**src/rtl/phase_2_preadd_mult.sv**
```systemverilog
// Second DSP48A1-style stage: D+/-B pre-adder, A1/B1 registers, unsigned multiplier and M register.
// Define PHASE2_PREADD_OVF_EN to add the registered preadd_ovf carry/borrow output.
module phase_2_preadd_mult #(
   parameter int unsigned WIDTH     = 18,
   parameter int unsigned A1REG     = 1,
   parameter int unsigned B1REG     = 1,
   parameter int unsigned MREG      = 1,
   parameter int unsigned OPMODEREG = 1
) (
   input  logic               clk,
   input  logic               rst_n,
   input  logic [7:0]         opmode,
   input  logic [WIDTH-1:0]   a_in,
   input  logic [WIDTH-1:0]   b_in,
   input  logic [WIDTH-1:0]   d_in,
   input  logic               ceopmode,
   input  logic               cea1,
   input  logic               ceb1,
   input  logic               cem,
   input  logic               in_valid,
   output logic [7:0]         opmode_q,
   output logic [WIDTH-1:0]   bcout,
   output logic [2*WIDTH-1:0] m_out,
`ifdef PHASE2_PREADD_OVF_EN
   output logic               preadd_ovf,
`endif
   output logic               out_valid
);

   if (A1REG != B1REG) begin : g_cfg_err
      $error("phase_2_preadd_mult: A1REG must equal B1REG");
   end

   if (OPMODEREG != 0) begin : g_opmode_reg
      always_ff @(posedge clk or negedge rst_n) begin
         if (!rst_n) begin
            opmode_q <= '0;
         end else if (ceopmode) begin
            opmode_q <= opmode;
         end
      end
   end else begin : g_opmode_comb
      assign opmode_q = opmode;
   end

   logic [WIDTH-1:0] pre;
   logic [WIDTH-1:0] b1_d;
   logic [WIDTH-1:0] a1;
   logic [WIDTH-1:0] b1;
   logic             v1;

`ifdef PHASE2_PREADD_OVF_EN
   // One extra bit holds the carry (add) or borrow (sub) out of the WIDTH-bit pre-adder.
   logic [WIDTH:0] pre_full;
   logic           ovf_d;

   always_comb begin
      if (opmode_q[6]) begin
         pre_full = {1'b0, d_in} - {1'b0, b_in};
      end else begin
         pre_full = {1'b0, d_in} + {1'b0, b_in};
      end
   end

   assign pre   = pre_full[WIDTH-1:0];
   assign ovf_d = opmode_q[4] & pre_full[WIDTH];

   if (B1REG != 0) begin : g_ovf_reg
      always_ff @(posedge clk or negedge rst_n) begin
         if (!rst_n) begin
            preadd_ovf <= 1'b0;
         end else if (ceb1) begin
            preadd_ovf <= ovf_d;
         end
      end
   end else begin : g_ovf_comb
      assign preadd_ovf = ovf_d;
   end
`else
   assign pre = opmode_q[6] ? d_in - b_in : d_in + b_in;
`endif

   assign b1_d = opmode_q[4] ? pre : b_in;

   // The valid token shares each stage's clock enable so data and valid never separate.
   if (B1REG != 0) begin : g_b1_reg
      logic [WIDTH-1:0] b1_q;
      logic             v1_q;

      always_ff @(posedge clk or negedge rst_n) begin
         if (!rst_n) begin
            b1_q <= '0;
            v1_q <= 1'b0;
         end else if (ceb1) begin
            b1_q <= b1_d;
            v1_q <= in_valid;
         end
      end

      assign b1 = b1_q;
      assign v1 = v1_q;
   end else begin : g_b1_comb
      assign b1 = b1_d;
      assign v1 = in_valid;
   end

   if (A1REG != 0) begin : g_a1_reg
      logic [WIDTH-1:0] a1_q;

      always_ff @(posedge clk or negedge rst_n) begin
         if (!rst_n) begin
            a1_q <= '0;
         end else if (cea1) begin
            a1_q <= a_in;
         end
      end

      assign a1 = a1_q;
   end else begin : g_a1_comb
      assign a1 = a_in;
   end

   logic [2*WIDTH-1:0] p;

   assign p     = (2*WIDTH)'(a1) * (2*WIDTH)'(b1);
   assign bcout = b1;

   if (MREG != 0) begin : g_m_reg
      logic [2*WIDTH-1:0] m_q;
      logic               v2_q;

      always_ff @(posedge clk or negedge rst_n) begin
         if (!rst_n) begin
            m_q  <= '0;
            v2_q <= 1'b0;
         end else if (cem) begin
            m_q  <= p;
            v2_q <= v1;
         end
      end

      assign m_out     = m_q;
      assign out_valid = v2_q;
   end else begin : g_m_comb
      assign m_out     = p;
      assign out_valid = v1;
   end

endmodule

```
**config.mk**
```make
export PLATFORM = sky130hd
export DESIGN_NAME = phase_2_preadd_mult
export DESIGN_NICKNAME = d
export VERILOG_FILES = /design/src/rtl/phase_2_preadd_mult.sv
export SDC_FILE = /design/constraint.sdc
export NUM_CORES = 1
export LEC_CHECK = 0
export CORE_UTILIZATION = 61
export CTS_CLUSTER_DIAMETER = 30
export CTS_CLUSTER_SIZE = 10
export DETAILED_ROUTE_END_ITERATION = 10
export PLACE_DENSITY = 0.84
export SETUP_SLACK_MARGIN = 0.02
export SLEW_MARGIN = 20
export SYNTH_ARGS = -nofsm -noshare
export SYNTH_HDL_FRONTEND = slang
export SYNTH_SLANG_ARGS = --single-unit
```
**constraint.sdc**
```tcl
create_clock -name clk -period 6.97 [get_ports clk]
set_clock_uncertainty 0.1 [all_clocks]
set_input_delay 2.091 -clock clk [delete_from_list [all_inputs] [get_ports clk]]
set_output_delay 2.091 -clock clk [all_outputs]
set_load 0.05 [all_outputs]
```
; Word-level counts from Yosys, hierarchy flattened
; Index checks and enable logic that the tools add are counted.
[word_totals]
reg_bits = 82
output_inout_bits = 63
[classes]
n_addsub = 2
multipliers = 1
muxes = 2
[op_table]
columns = cell, count
row1 = $mul A18 B18 Y36, 1
row2 = $mux W18, 2
row3 = $add A18 B18 Y18, 1
row4 = $sub A18 B18 Y18, 1

; Longest topological paths before layout
; Gate-level depths: netlist of run 1.
[depth]
ltp_word = 3
depth_mapped = 24
ltp_nobuf = 23

; Worst setup path after synthesis of run 1
; Ideal clock, no wire load.
[synth_timing]
path_type = flip-flop to flip-flop
start = register g_b1_reg.b1_q[9], in the netlist bcout[9]
end = register g_m_reg.m_q[31], in the netlist m_out[31]
setup_ns = 0.125
arrival_ns = 6.332
setup_slack_ns = 0.413
stages_incl_launch_ff = 24
path_buffers = 2
synth_period_minus_slack_ns = 6.557
cell_sequence = dfrtp_1 clkbuf_1 clkbuf_1 nand2_1 fa_1 inv_1 fa_1 inv_1 fa_1 inv_1 fa_1 fa_1 inv_1 fa_1 inv_1 ha_1 a21o_1 o21ai_0 a21oi_1 or3_1 a31oi_1 o31ai_1 xor2_1 mux2_2
[synth_between]
elab_chain_len = 1
[synth_lines]
columns = element, line_no
row1 = "start, declared", 87  ; logic [WIDTH-1:0] b1_q;
row2 = "start signal, assigned", 92  ; b1_q <= '0;
row3 = "start signal, assigned", 95  ; b1_q <= b1_d;
row4 = $mul A18 B18 Y36, 125  ; assign p = (2*WIDTH)'(a1) * (2*WIDTH)'(b1);
row5 = "end signal, assigned", 137  ; m_q <= p;
row6 = "end, declared", 129  ; logic [2*WIDTH-1:0] m_q;
; No other way between the ends.
; A chain may end at the register's enable or synchronous reset.

; Worst setup path after layout of run 1
[layout_timing]
start = register g_b1_reg.b1_q[6], in the netlist bcout[6]
end = register g_m_reg.m_q[31], in the netlist m_out[31]
; Same word-level chain as after synthesis.

==> results of run 1 <==
==> timing repair <==
action                                  CTS  global route
endpoints found under the setup margin    0             3
setup buffers                             0             0
gates resized for setup                   0             2
endpoints found under the hold margin     0             0
==> Yosys cell counts, types with 3 or more instances <==
| master | count |
|---|---|
| nand3_1 | 9 |
| buf_6 | 3 |
| nor2b_1 | 5 |
| inv_1 | 306 |
| clkbuf_1 | 70 |
| ha_1 | 128 |
| xor2_1 | 16 |
| a31oi_1 | 6 |
| mux2_2 | 58 |
| dfrtp_1 | 82 |
| o21ai_0 | 26 |
| and3_1 | 3 |
| o2111ai_1 | 4 |
| o21a_1 | 8 |
| and2_1 | 140 |
| a21oi_1 | 61 |
| fa_1 | 257 |
| a21o_1 | 14 |
| o211ai_1 | 5 |
| o21bai_1 | 9 |
| xnor2_1 | 44 |
| nor2_1 | 53 |
| nor3_1 | 9 |
| nand4_1 | 4 |
| a211oi_1 | 5 |
| buf_1 | 4 |
| or3_1 | 3 |
| nand2_1 | 204 |
| mux2i_1 | 16 |
| nand2b_1 | 11 |
==> stage by stage <==
step | setup WS, ns | utilization (%) | cells | hold WS, ns | area (um^2)
floorplan | 0.413 | - | 1597 | 0.375 | 14800
global placement | 0.495 | 69.5 | 2002 | 0.384 | 16500
detailed placement | 0.318 | 69.5 | 2002 | 0.394 | 16500
CTS | 0.286 | 70.8 | 2018 | 0.410 | 16800
global route | 0.0473 | 70.8 | 2018 | 0.427 | 16800
finish | 0.304 | 70.8 | 2018 | 0.406 | 16800
==> how the worst max path moves through the flow <==
stage | slack [ns] | endpoint
detailed placement | 0.32 | m_out[31]
finish | 0.30 | m_out[31]
global placement | 0.50 | m_out[32]
floorplan | 0.41 | m_out[31]
CTS | 0.29 | m_out[31]
global route | 0.05 | m_out[31]
==> flip-flops by register name, summed over array words and instances, names as in the netlist <==
register       count
g_b1_reg.v1_q      1
out_valid          1
bcout             18
m_out             36
opmode_q           8
a1                18
==> cells in the final DEF, fill, tap and decap left out, types with 34 or more instances in the layout <==
cell type	synthesis	layout
xnor2_1	44	44
nor2_1	53	53
inv_1	306	306
ha_1	128	128
fa_1	257	257
buf_4	0	34
nand2_1	204	204
clkdlybuf4s50_1	0	128
mux2_2	58	58
a21oi_1	61	61
dfrtp_1	82	80
and2_1	140	140
==> kinds of logic after synthesis <==
family,after synthesis,share of synthesized area [%]
simple gates,450,14.6
fa+ha+maj,385,45.5
buf+inv,384,9.94
compound gates,161,7.02
flops,82,13.8
mux,75,5.58
xor+xnor,60,3.54
==> per-layer routing <==
metal,share of wire [%],GRT usage (%),vias to the layer above
met4,6.6,21.7,0
met2,50,57.2,521
met5,0,0,-
met3,7.6,6.13,170
met1,35,37.8,5767
li1,-,-,5106
==> area by class of cell <==
class,count,area (um^2)
flip-flops and latches,82,2050
multi-input cells,1131,11300
fillers,1778,6910
repair buffers,164,1550
inverters,306,1150
clock buffers,9,225
well taps,319,399
clock inverters,7,92.6
==> flow_summary.toml, run 1 <==
[outcome]
outcome = "finished, final reports clean"

[worst_setup_path]
r2r_slack_ns = 0.30
path_cells = "and2_1 > fa_1 > inv_1 > fa_1 > fa_1 > inv_1 > fa_1 > fa_1 > inv_1 > fa_1 > inv_1 > ha_1 > a21oi_1 > o21ai_0 > nor2_1 > a21oi_1 > or3_1 > a31oi_1 > o31ai_1 > xor2_1 > mux2_2"
path_max_fanout = 20
start_kind = "flop"
reg2reg_depth = 21
crit_family = "adder cells"
worst_ep_required_time_ns = 7.13
r2r-start = "bcout[6]"
path_class = "flop to flop"
cp_common_cell = "fa_1"
cp_slowest_stage_delay_ns = 0.64
crit_path_start = "bcout[6]"
crit_arrival_ns = 6.83
critical_path_buf_inv_count = 4
slowest_stage = "dfrtp_1"
crit_cells = 21
timing.rr.end = "m_out[31]"
end_kind = "flop"

[clock_network]
clock_sinks = 82
hold_buffers = 0
clk_latency_ns = 0.38
cts_buffer_depth = 2
cts_inserted_buffers = 9
htreeDepth = 3
cts_tree = "built"
clk_pin_slew_worst_paths_ns = 0.08
root_buffer = "clkbuf_16"

[timing]
hold_violations = 0
min_period_ns = 6.67
timing.final.crit_share_pct = 95.6
fin_tns_setup_ns = 0
rsz0062_at_grt = "no"
worst_pin_slew_ns = 0.935
clock.fmax_mhz = 150
setup_viol = 0
slew_headroom_pct = 37.7
slew_viol_final = 0

[cells_and_area]
diodes = 0
layout.nets = 2148
syn_to_final_growth_pct = 13.1
drive_gt1_share_pct = 7.53

[grt]
grt_max_degree = 59
grt_usage_pct = 33.2
grt_antenna_before_repair = 0
grt_pass1_vias = 12500
grt_overflow_total = 0
grt_pass1_wl_mm = 62.1

[placed_design]
place.gp.congestion = 0.939
io_buffer_count = 131
dp_hpwl_mm = 30.7

[floorplanning]
rows = 56
die_w_um = 158
die-area_um2 = 24900
initial_core_util_pct = 62.6
io_pins = 132
die_h_um = 158
core_um2 = 23700

[route]
viasPerCell = 5.73
wl_per_cell_um = 18.9
routed_wl_mm = 38.2
drc = 0
dr.pass1.iters = 5
antenna_left = 0
vias = 11600
drt-initial-drc-count = 684

[min_path]
min_path_cells = 1
min_to = "g_b1_reg.v1_q"
hp-start = "g_b1_reg.v1_q"
hold_class = "flop to flop"

[synth]
ys.flop_type = "dfrtp_1"
yosysSeqAreaShare_pct = 13.8
synth.largest_area_cell = "fa_1"
synth.avg_cell_area_um2 = 9.29
synthesis.area_um2 = 14800
synthArstFlopShare_pct = 100
syn-num-nets = 2051
yosys_register_bits = 82
synth_edf_count = 0
synthTopCellsByArea = "fa_1 (35%), dfrtp_1 (14%), ha_1 (11%), inv_1 (7.7%), and2_1 (5.9%)"
yosys.cell_types.count = 58
yosysTopAreaCellShare_pct = 34.7
yosys_warnings = 0
netlist_instances = 1597

[job]
maxCapViolCount = 0
Power of run 1 is left out: the tool's default activity adds up to more than one toggle a clock period on the data nets, which glitch-free logic cannot reach.
==> run 2: changes to the inputs <==
--- a/config.mk
+++ b/config.mk
@@ -5,11 +5,12 @@
 export SDC_FILE = /design/constraint.sdc
 export NUM_CORES = 1
 export LEC_CHECK = 0
-export CORE_UTILIZATION = 61
+export CORE_UTILIZATION = 65
 export CTS_CLUSTER_DIAMETER = 30
 export CTS_CLUSTER_SIZE = 10
 export DETAILED_ROUTE_END_ITERATION = 10
-export PLACE_DENSITY = 0.84
+export DONT_BUFFER_PORTS = 1
+export PLACE_DENSITY = 0.81
 export SETUP_SLACK_MARGIN = 0.02
 export SLEW_MARGIN = 20
 export SYNTH_ARGS = -nofsm -noshare
==> flow_summary.toml, run 2 (synthesized netlist as in run 1, its figures left out) <==
[outcome]
outcome = "finished, final reports clean"

[worst_setup_path]
path_cells = "buf_4 > and2_1 > fa_1 > inv_1 > fa_1 > fa_1 > inv_1 > fa_1 > fa_1 > inv_1 > fa_1 > inv_1 > ha_1 > a21oi_2 > o21ai_0 > a211oi_1 > o21ai_0 > a41oi_2 > nand4bb_1 > nand3_1 > xor2_1 > mux2_2"
r2r_slack_ns = 0.28
crit_arrival_ns = 6.84
reg2reg_depth = 22
start_kind = "flop"
cp_slowest_stage_delay_ns = 0.54
path_class = "flop to flop"
path_max_fanout = 16
end_kind = "flop"
cp_common_cell = "fa_1"
worst_ep_required_time_ns = 7.12
timing.rr.end = "m_out[32]"
slowest_stage = "fa_1"
r2r-start = "a1[11]"

[clock_network]
clock_sinks = 82
clk_pin_slew_worst_paths_ns = 0.07
htreeDepth = 3
cts_tree = "built"
cts_inserted_buffers = 9
root_buffer = "clkbuf_16"
clk_latency_ns = 0.37
cts_buffer_depth = 2

[cells_and_area]
finalNonFillerCells = 1854
final_common_cell = "inv_1"
final_util_pct = 70.1
largest_reg_flops = 36
diodes = 0
final_cell_mix = "inv_1 (306), fa_1 (257), nand2_1 (204), and2_1 (140), ha_1 (128)"
syn_to_final_growth_pct = 4.45
drive_gt1_share_pct = 9.47
layout.nets = 2023

[floorplanning]
initial_core_util_pct = 67.1
die_h_um = 153
core_um2 = 22100
io_pins = 132
die_w_um = 153
rows = 54
die-area_um2 = 23400

[placed_design]
placed_cells = 1836
dp_hpwl_mm = 29.0
io_buffer_count = 0
place.gp.congestion = 0.897

[route]
viasPerCell = 5.95
routed_wl_mm = 35.8
drc = 0
dr.pass1.iters = 5
wl_per_cell_um = 19.3
drt-initial-drc-count = 652
vias = 11000
antenna_left = 0

[timing]
clock.fmax_mhz = 149
rsz0062_at_grt = "no"
worst_pin_slew_ns = 0.981
timing.final.crit_share_pct = 96.0
slew_headroom_pct = 34.6
slew_viol_final = 0
hold_violations = 0
fin_tns_setup_ns = 0
setup_viol = 0
min_period_ns = 6.69

[grt]
grt_pass1_wl_mm = 59.2
grt_antenna_before_repair = 0
grt_overflow_total = 0
grt_usage_pct = 32.6
grt_pass1_vias = 11800
grt_max_degree = 83

[job]
maxCapViolCount = 0

[min_path]
min_path_cells = 1
hold_class = "flop to flop"
min_to = "g_b1_reg.v1_q"
hp-start = "g_b1_reg.v1_q"
run 2: changes by cell type in the layout (fill, tap and decap cells not counted), moves of 2 or more:
cell | previous run | this run
dfrtp_1 | 80 | 64
a21oi_2 | 2 | 4
buf_2 | 2 | 0
buf_4 | 34 | 39
clkdlybuf4s50_1 | 128 | 0
a21oi_1 | 61 | 59
dfrtp_2 | 2 | 18
run 2: how the worst max path moves through the flow:
stage	startpoint	end	cells after the start
6_report	a1[11]	m_out[32]	22
5_1_grt	a1[11]	m_out[32]	22
4_1_cts	a1[7]	m_out[32]	22
3_5_place_dp	a1[14]	m_out[32]	20
3_3_place_gp	a1[14]	m_out[32]	20
2_1_floorplan	bcout[9]	m_out[31]	23
run 2: per-layer routing:
metal | part of all wire, % | global-route usage [%] | wire, um | up-vias
met5 | 0 | 0 | 0 | -
li1 | - | - | - | 4841
met2 | 50 | 55.7 | 18100 | 512
met3 | 8.0 | 6.63 | 2850 | 130
met4 | 4.6 | 15.3 | 1650 | 0
met1 | 37 | 39.7 | 13300 | 5541
run 2: area by class of cell:
type	instances	area [um^2]
well taps	280	350
clock buffers	10	239
inverters	306	1150
fillers	1638	6600
repair buffers	39	293
clock inverters	6	72.6
flip-flops and latches	82	2070
multi-input cells	1131	11300
run 2: per-stage QoR:
stage	setup slack, ns	area, um^2	hold slack, ns
2_1_floorplan	0.413	14800	0.375
3_3_place_gp	0.344	15100	0.381
3_5_place_dp	0.258	15100	0.398
4_1_cts	0.0845	15400	0.415
5_1_grt	0.0479	15500	0.446
6_report	0.280	15500	0.415
run 2: worst max-delay path, delay by kind of cell (launching register included):
kind | cells | cell delay, ns
simple gates | 3 | 0.53
mux | 1 | 0.27
buf+inv | 5 | 0.45
flops | 1 | 0.46
compound gates | 5 | 1.20
xor+xnor | 1 | 0.17
fa+ha+maj | 7 | 3.40
run 2: timing repair:
action,4_1_cts,5_1_grt
setup buffers,0,2
hold buffers,0,0
setup endpoints to repair,0,4
gates resized for setup,0,20
Power of run 2 is left out for the same reason.
